## src/rtl/tone_sequencer.sv

```systemverilog
// Eight-note (C4..C5) square-wave melody player. Each note is started with a
// tone_start pulse toward the duration timer and ends on its tone_done reply.
// One sample is produced for every sample_req, in every state.
module tone_sequencer #(
    parameter int                  SAMPLE_W  = 16,
    parameter logic [SAMPLE_W-1:0] AMPLITUDE = 16'h2000
) (
    input  logic                Clk,
    input  logic                Reset_n,
    input  logic                play,
    input  logic                stop,
    input  logic                sample_req,
    input  logic                tone_done,
    output logic                tone_start,
    output logic [2:0]          note_idx,
    output logic [SAMPLE_W-1:0] sample_out,
    output logic                sample_valid,
    output logic                busy,
    output logic                seq_done
);

    typedef enum logic [1:0] {
        S_IDLE,
        S_START,
        S_PLAY,
        S_FINISH
    } state_e;

    state_e              state_q, state_d;
    logic [2:0]          note_q, note_d;
    logic [6:0]          phase_q, phase_d;
    logic                pol_q, pol_d;
    logic [SAMPLE_W-1:0] sample_q, sample_d;
    logic                sample_valid_q;
    logic                tone_start_q;
    logic                busy_q;
    logic                seq_done_q;
    logic [6:0]          half_per;

    // Half-period of each note, in sample_req ticks (48 kHz sample rate).
    function automatic logic [6:0] note_half_period(input logic [2:0] idx);
        logic [6:0] hp;
        case (idx)
            3'd0:    hp = 7'd92;
            3'd1:    hp = 7'd82;
            3'd2:    hp = 7'd73;
            3'd3:    hp = 7'd69;
            3'd4:    hp = 7'd61;
            3'd5:    hp = 7'd55;
            3'd6:    hp = 7'd49;
            default: hp = 7'd46;
        endcase
        return hp;
    endfunction

    assign half_per = note_half_period(note_q);

    // Next-state and note index; stop overrides every other transition.
    always_comb begin
        state_d = state_q;
        note_d  = note_q;
        case (state_q)
            S_IDLE: begin
                if (play) begin
                    state_d = S_START;
                    note_d  = 3'd0;
                end
            end
            S_START: state_d = S_PLAY;
            S_PLAY: begin
                if (tone_done) begin
                    if (note_q == 3'd7) begin
                        state_d = S_FINISH;
                    end else begin
                        state_d = S_START;
                        note_d  = note_q + 3'd1;
                    end
                end
            end
            default: begin
                state_d = S_IDLE;
                note_d  = 3'd0;
            end
        endcase
        if (stop && (state_q != S_IDLE)) begin
            state_d = S_IDLE;
            note_d  = 3'd0;
        end
    end

    // Square-wave phase and sample value. The sample uses the phase as it
    // stands this cycle, so a coincident tone_done still gets the old note.
    always_comb begin
        phase_d  = phase_q;
        pol_d    = pol_q;
        sample_d = sample_q;
        if (state_q == S_START) begin
            phase_d = 7'd0;
            pol_d   = 1'b1;
        end
        if (sample_req) begin
            if (state_q == S_PLAY) begin
                sample_d = pol_q ? AMPLITUDE : ('0 - AMPLITUDE);
                if (phase_q == half_per - 7'd1) begin
                    phase_d = 7'd0;
                    pol_d   = ~pol_q;
                end else begin
                    phase_d = phase_q + 7'd1;
                end
            end else begin
                sample_d = '0;
            end
        end else if (state_d == S_IDLE) begin
            // Idle output reads zero once no sample is pending.
            sample_d = '0;
        end
    end

    // State, datapath and registered outputs.
    always_ff @(posedge Clk or negedge Reset_n) begin
        if (!Reset_n) begin
            state_q        <= S_IDLE;
            note_q         <= 3'd0;
            phase_q        <= 7'd0;
            pol_q          <= 1'b1;
            sample_q       <= '0;
            sample_valid_q <= 1'b0;
            tone_start_q   <= 1'b0;
            busy_q         <= 1'b0;
            seq_done_q     <= 1'b0;
        end else begin
            state_q        <= state_d;
            note_q         <= note_d;
            phase_q        <= phase_d;
            pol_q          <= pol_d;
            sample_q       <= sample_d;
            sample_valid_q <= sample_req;
            tone_start_q   <= (state_d == S_START);
            busy_q         <= (state_d != S_IDLE);
            seq_done_q     <= (state_d == S_FINISH);
        end
    end

    assign tone_start   = tone_start_q;
    assign note_idx     = note_q;
    assign sample_out   = sample_q;
    assign sample_valid = sample_valid_q;
    assign busy         = busy_q;
    assign seq_done     = seq_done_q;

endmodule
```

## config.mk

```make
export PLATFORM = sky130hd
export DESIGN_NAME = tone_sequencer
export DESIGN_NICKNAME = d
export VERILOG_FILES = /design/src/rtl/tone_sequencer.sv
export SDC_FILE = /design/constraint.sdc
export NUM_CORES = 1
export LEC_CHECK = 0
export BUFFER_PORTS_ARGS = -buffer_cell sky130_fd_sc_hd__clkbuf_2
export CORE_AREA = 2 2 80 44
export DETAILED_ROUTE_END_ITERATION = 10
export DIE_AREA = 0 0 82 46
export GPL_TIMING_DRIVEN = 0
export MAX_ROUTING_LAYER = met4
export PLACE_DENSITY = 0.72
export SYNTH_ARGS = -nofsm -noshare
export SYNTH_HDL_FRONTEND = slang
export SYNTH_SLANG_ARGS = --single-unit
```

## constraint.sdc

```tcl
create_clock -name Clk -period 3.8 [get_ports Clk]
set_input_delay 0.76 -clock Clk [delete_from_list [all_inputs] [get_ports Clk]]
set_output_delay 0.76 -clock Clk [all_outputs]
set_load 0.05 [all_outputs]
```

**Word level (Yosys, flattened, before mapping)**

Cells that the tools add are included.

- Equal/unequal tests: 16
- $add $sub $neg: 3
- Muxes and demuxes: 23
- Bitwise logic cells: 1
- Reductions and logical operators: 8

Operator list:

| kind | count |
|---|---|
| $mux 16 | 4 |
| $pmux 7 s7 | 1 |
| $mux 7 | 4 |
| $eq 3x3->1 const B | 4 |
| $mux 3 | 4 |
| $ne 3x3->1 const B | 3 |
| $pmux 3 s3 | 1 |
| $mux 2 | 4 |
| $add 7x1->7 const B | 1 |
| $eq 7x7->1 | 1 |
| $sub 7x1->7 const B | 1 |
| $eq 3x2->1 const B | 2 |
| $pmux 2 s3 | 1 |
| $reduce_bool 2->1 | 3 |
| $eq 2x1->1 const B | 2 |
| $eq 2x2->1 const B | 2 |
| $logic_not 2->1 | 2 |
| $mux 1 | 4 |
| $reduce_and 4->1 | 1 |
| $add 3x1->3 const B | 1 |
| $eq 3x1->1 const B | 1 |
| $logic_not 3->1 | 1 |
| $ne 2x2->1 const B | 1 |
| $logic_and 1x1->1 | 1 |
| $not 1->1 | 1 |

- Register bits: 33
- Logic and storage cells: 60
- Input bits: 6

**Logic depth before layout (Yosys ltp)**

Gate-level depths: netlist of the first run.

- Depth in word-level cells: 8
- Gate-level depth with buffers: 12

**Least setup slack after synthesis of the first run**

Ideal clock, no wire load.

- Kind: reg-to-reg
- Start point: register note_q[0], in the netlist note_idx[0]
- End point: register phase_q[6]
- Path slack: 0.674 ns
- Arrival time: 3.032 ns
- Cell stages (with the launch flop): 12
- Setup time: 0.094 ns
- Data required time: 3.706 ns
- Cells stage by stage: dfrtp_1 inv_1 ha_1 o21a_1 nor3_1 ha_1 or3b_1 o221ai_2 mux2_4 and3_1 buf_6 a211oi_1

- Cells in the longest elaborated chain, start to end: 7
- Elaborated cells between the ends (all ways): 13
- Those cells by class: add/sub (1); eq/ne (7); mux (4); reduce/logical (1)

Ends and longest elaborated chain:

| what | RTL line | text |
|---|---|---|
| start, declared | 30 | `logic [2:0] note_q, note_d;` |
| start signal, assigned | 133 | `note_q <= note_d;` |
| $eq 3x3->1, or another cell as far along | 43 | `case (idx)` |
| $pmux 7 s7 * | 43 |  |
| $sub 7x1->7 * | 104 | `if (phase_q == half_per - 7'd1) begin` |
| $eq 7x7->1 * | 104 |  |
| $mux 7 * | 104 |  |
| $mux 7 * | 102 | `if (state_q == S_PLAY) begin` |
| $mux 7 * | 101 | `if (sample_req) begin` |
| named net phase_d[6] | 31 | `logic [6:0] phase_q, phase_d;` |
| end signal, assigned | 134 | `phase_q <= phase_d;` |
| end, declared | 31 |  |

Mark *: on every way through the listed nets, which the timed path passes. The rest lies on a longest branch.
A chain may end at the register's enable or synchronous reset.

**Worst setup path after layout of the first run**

Ends and elaborated chain as after synthesis.

==> results of run 1 <==
==> layer usage <==
| layer | track usage | share of wire | vias to the layer above | wire (um) |
|---|---|---|---|---|
| met5 | - | 0 | - | 0 |
| met4 | 0.0267 | 0.0037 | 0 | 10 |
| met3 | 0.0556 | 0.048 | 2 | 130 |
| met2 | 0.255 | 0.46 | 26 | 1260 |
| met1 | 0.225 | 0.49 | 494 | 1320 |
| li1 | - | - | 523 | - |
==> state kept, by name (all words and copies together), names as in the netlist <==
signal        flops
note_idx          3
state_q           2
pol_q             1
sample_out        2
busy              1
tone_start        1
seq_done          1
phase_q           7
sample_valid      1
==> layout by cell type, fill, tap and decap left out, types with 3 or more instances in the layout <==
cell,instances
buf_4,15
clkbuf_8,3
a21oi_1,5
o21ai_0,4
nor3_1,3
nor4_1,3
ha_1,8
dfrtp_1,18
nand3_1,7
clkbuf_2,15
o21ai_1,3
inv_1,4
nor2_1,6
nand2_1,17
xnor2_1,3
xor2_1,6
mux2i_1,3
a211oi_1,3
o31ai_1,4
conb_1,13
nor2b_1,5
==> logic make-up after synthesis <==
logic type / Yosys count
adders and majority gates: 8
muxes: 4
buffers and inverters: 21
AOI/OAI and AO/OA: 25
xor gates and xnor gates: 9
and+or+nand+nor: 52
other: 1
DFF: 19
==> power groups by stage <==
stage                     clock network, mW  logic (mW)  registers [mW]
after floorplan                           0      0.0845           0.249
after global placement                    0       0.128           0.230
after detailed placement                  0       0.132           0.231
after CTS                             0.150       0.132           0.227
after global routing                  0.159       0.144           0.229
final                                 0.146       0.132           0.227
==> area by class of cell <==
class	count	area, um2
Tap cell	42	52.6
Multi-Input combinational cell	111	702
Timing Repair Buffer	15	75.1
Inverter	4	15.0
Fill cell	302	1660
Buffer	17	128
Clock buffer	3	41.3
Clock inverter	1	7.51
Sequential cell	19	477
==> worst max-delay path, stage by stage, from the launching register on <==
cell and delay [ps]:
dfrtp_1 470, ha_1 260, ha_1 280, nor3_1 400, ha_1 210, or3b_1 400
o221ai_2 200, mux2_4 320, and3_1 170, buf_6 130, a211oi_1 220
==> path summary, 6_finish.rpt <==
path,end,slack (ps),cells after the start
worst max register to register,phase_q[6],660,10
worst max-delay path,phase_q[6],660,10
worst min-delay path,phase_q[6],440,1
worst min register to register,sample_out[13],510,2
max in group asynchronous,pol_q,3020,1
min in group Clk,sample_out[13],510,2
==> through the flow <==
step / cells / power [mW] / hold slack [ps]
after floorplan: 151 / 0.334 / 464
after global placement: 208 / 0.357 / 463
after detailed placement: 208 / 0.363 / 498
after CTS: 212 / 0.509 / 452
after global routing: 212 / 0.533 / 471
final: 212 / 0.505 / 441
==> flow_metrics.env, run 1 <==
export IMPL_synth_main_ff_cell="dfrtp_1"
export IMPL_synth_most_common_cell="dfrtp_1"
export IMPL_cts_max_path_buffers=2
export IMPL_finalCritPeriodShare=0.827
export IMPL_drive_above_1_share=0.224
export IMPL_p_clk_frac=0.288
export IMPL_initial_core_util=0.405
export IMPL_setup_viol=0
export IMPL_wl_per_cell_um=12.8
export IMPL_ys_types=37
export IMPL_cts_root_buf="clkbuf_8"
export IMPL_pwr_share_seq=0.450
export IMPL_dieArea_um2=3770
export IMPL_hold_buffers=0
export IMPL_finalHoldViolations=0
export IMPL_antenna_left=0
export IMPL_switching_share=0.354
export IMPL_ys_seq_area_frac=0.374
export IMPL_areaGrowthSynthToFinish_pct=17.4
export IMPL_rsz0062_at_grt="no"
export IMPL_num_antenna_cells=0
export IMPL_skew_ps=5.24
export IMPL_cts_sinks=19
export IMPL_synth_compound_area_frac=0.131
export IMPL_hold_class="in -> async"
export IMPL_status="completed"
export IMPL_final_util=0.475
export IMPL_async_flop_share=1.00
export IMPL_powerDensity_nw_per_um2=337
export IMPL_netlist_top_cells_area="dfrtp_1 (35%), buf_4 (8.8%), ha_1 (7.8%), nand2_1 (5.0%), xor2_1 (4.1%)"
export IMPL_cts_resized=0
export IMPL_critPathLaunch="note_idx[0]"
export IMPL_synth_top_area_share=0.353
export IMPL_path_clk_slew_ps=80
export IMPL_syn_area_um2=1280
export IMPL_grt_use_total=0.169
export IMPL_grt_max_degree=20
export IMPL_synthSimpleGateAreaFrac=0.205
export IMPL_arrival_ps=3310
export IMPL_vias=1045
export IMPL_ir_drop_mv=0.187
export IMPL_slew_headroom=0.565
export IMPL_vias_per_cell=4.93
export IMPL_cts_tree="built"
export IMPL_leakage_nw=0.715
export IMPL_synthMuxAreaShare=0.0353
export IMPL_cp_end_kind="register"
export IMPL_crit_reg2reg_launch="note_idx[0]"
export IMPL_crit_required_ps=3970
export IMPL_grt_pass1_vias=935
export IMPL_ys_seq_elements=19
export IMPL_syn_instance_count=139
export IMPL_core_um2=3150
export IMPL_place_area_um2=1450
export IMPL_rows=15
export IMPL_synth_xor_area_share=0.0618
export IMPL_finalCriticalPeriod_ps=3140
export IMPL_intPower_mw=0.326
export IMPL_drv_slew=0
export IMPL_ys_top_cells_by_count="dfrtp_1 (18), nand2_1 (17), buf_4 (15)"
export IMPL_post_cts_buffers=0
export IMPL_drt_wl_total_mm=2.72
export IMPL_insertion_delay_ps=260
export IMPL_worst_slack_ps=659
export IMPL_cts_buffers=3
export IMPL_portBuffers=15
export IMPL_die_x_um=82
export IMPL_nets=185
export IMPL_cp_max_fo=8
export IMPL_p_switching_mw=0.179
export IMPL_synth_edf_count=0
export IMPL_start_kind="register"
export IMPL_drc_errors=0
export IMPL_dp_hpwl_mm=2.16
export IMPL_place_ws_ps=702
export IMPL_htreeDepth=1
export IMPL_avgSynthCellArea_um2=9.18
export IMPL_synth_area_leader_cell="dfrtp_1"
export IMPL_top_level_ports=29
export IMPL_grt_pass1_wl_mm=4.53
export IMPL_overflow=0
export IMPL_combPwrFrac=0.262
export IMPL_drt_iter0_drc=43
export IMPL_synth_top_family_by_area="simple AND/OR/NAND/NOR gates"
export IMPL_synthAdderAreaFrac=0.0784
export IMPL_tightest_slew_ps=650
export IMPL_yosys_warnings=0
export IMPL_stdcell_area_um2=1500
export IMPL_fmax_mhz=318
export IMPL_finalSetupTns_ps=0
export IMPL_place_gp_congestion=0.821
export IMPL_maxCapViolations=0
export IMPL_first_pass_iters=4
export IMPL_grt_antenna_before_repair=0
export IMPL_die_h_um=46
export IMPL_worstSetupPathType="reg -> reg"
No activity file was read; power rests on OpenSTA's default activity.
==> run 2: changes to the inputs <==
- PLACE_DENSITY: 0.72 -> 0.74
- clock period: 3.8 -> 2.6 ns (I/O delays scaled with it)
==> flow_metrics.env, run 2 (synthesis results as in run 1) <==
export IMPL_status="finished with violations"
export IMPL_insertion_delay_ps=260
export IMPL_rows=15
export IMPL_final_util=0.531
export IMPL_cts_tree="built"
export IMPL_finalSetupTns_ps=-36.0
export IMPL_cts_sinks=19
export IMPL_htreeDepth=1
export IMPL_powerDensity_nw_per_um2=460
export IMPL_place_gp_congestion=0.864
export IMPL_maxCapViolations=0
export IMPL_stdcell_area_um2=1670
export IMPL_vias=1066
export IMPL_drt_iter0_drc=104
export IMPL_grt_antenna_before_repair=0
export IMPL_holdWs_ps=197
export IMPL_worst_slack_ps=-16.1
export IMPL_r2r_end="phase_q[5]"
export IMPL_worstSetupPathType="reg -> reg"
export IMPL_p_total_mw=0.771
export IMPL_grt_pass1_vias=999
export IMPL_final_common_cell="buf_4"
export IMPL_cts_buffers=3
export IMPL_dieArea_um2=3770
export IMPL_top_level_ports=29
export IMPL_cts_root_buf="clkbuf_8"
export IMPL_die_x_um=82
export IMPL_slew_headroom=0.521
export IMPL_rr_worst_depth=11
export IMPL_regArea_um2=480
export IMPL_violations="negative setup slack"
export IMPL_areaGrowthSynthToFinish_pct=31.2
export IMPL_grt_pass1_wl_mm=4.65
export IMPL_num_antenna_cells=0
export IMPL_nets=191
export IMPL_crit_required_ps=2730
export IMPL_skew_ps=5.99
export IMPL_drv_slew=0
export IMPL_grt_max_degree=20
export IMPL_finalCritPeriodShare=1.01
export IMPL_drive_above_1_share=0.364
export IMPL_tightest_slew_ps=717
export IMPL_ir_drop_mv=0.368
export IMPL_first_pass_iters=4
export IMPL_fillers=277
export IMPL_rsz0062_at_grt="yes"
export IMPL_cts_max_path_buffers=2
export IMPL_wl_per_cell_um=13.3
export IMPL_r2r_slack_ps=-20
export IMPL_initial_core_util=0.405
export IMPL_die_h_um=46
export IMPL_leakage_nw=0.753
export IMPL_fmax_mhz=382
export IMPL_crit_reg2reg_launch="note_idx[0]"
export IMPL_multiInputGateArea_um2=817
export IMPL_drc_errors=0
export IMPL_vias_per_cell=4.89
export IMPL_finalCriticalPeriod_ps=2620
export IMPL_mostFrequentLayoutCells="buf_4 (20), nand2_1 (17), dfrtp_1 (15), clkbuf_2 (15), conb_1 (13)"
export IMPL_arrival_ps=2750
export IMPL_grt_use_total=0.174
export IMPL_finalHoldViolations=0
export IMPL_core_um2=3150
export IMPL_overflow=0
export IMPL_hold_class="in -> async"
export IMPL_cp_max_fo=7
export IMPL_largest_register_ffs=7
export IMPL_antenna_left=0
export IMPL_regMostFlops="phase_q"
export IMPL_dp_hpwl_mm=2.12
export IMPL_path_clk_slew_ps=80
export IMPL_start_kind="register"
export IMPL_place_area_um2=1490
export IMPL_cp_end_kind="register"
export IMPL_portBuffers=15
export IMPL_drt_wl_total_mm=2.90
export IMPL_setup_viol=3
-- run 2: area by class of cell --
| cell class | instances | share of cell area |
|---|---|---|
| multi-input cells | 111 | 0.488 |
| repair buffers | 22 | 0.0837 |
| flip-flops and latches | 19 | 0.287 |
| plain buffers | 16 | 0.0717 |
| clock buffers | 3 | 0.0247 |
| clock inverters | 1 | 0.00448 |
| well taps | 42 | 0.0314 |
| inverters | 4 | 0.00897 |
-- run 2: routing by layer --
metal | share of wire | global-route usage | vias up
met2 | 0.48 | 0.278 | 33
met1 | 0.45 | 0.211 | 497
met5 | 0 | - | -
met3 | 0.059 | 0.0556 | 8
met4 | 0.014 | 0.0567 | 0
li1 | - | - | 528
-- run 2: what timing repair did --
item,in CTS,in global routing
hold buffers,0,0
buffers inserted,7,0
endpoints found under the setup margin,8,8
pin swaps,6,1
resized for setup,15,0
-- run 2: stage by stage --
step	std cells	setup WS [ps]
after global routing	218	-130
after detailed placement	208	-339
after global placement	208	-241
final	218	-16.1
after floorplan	151	-226
after CTS	218	-34.4
-- run 2: critical path, cell delays in order (launching register included) --
cell,delay [ps]
dfrtp_2,470
buf_12,150
ha_4,150
buf_4,150
nor4_4,240
nor2_1,70
ha_2,330
xor2_1,140
nand2_1,80
nor4_2,310
nand4_1,180
nor3b_2,210
-- run 2: worst max-delay path by stage --
stage / startpoint / endpoint / slack [ps] / depth (start not counted)
finish: note_idx[0] / phase_q[5] / -20 / 11
global route: note_idx[0] / phase_q[0] / -130 / 10
detailed placement: note_idx[0] / phase_q[6] / -340 / 11
floorplan: note_idx[0] / phase_q[6] / -230 / 11
CTS: note_idx[0] / phase_q[0] / -30 / 10
global placement: note_idx[0] / phase_q[6] / -240 / 11
-- run 2: power breakdown --
group	internal [mW]	leakage (nW)	total [mW]	switching (mW)
combinational	0.0724	0.483	0.220	0.148
sequential	0.313	0.248	0.333	0.0204
clock	0.108	0.0217	0.217	0.109
total	0.493	0.753	0.771	0.277
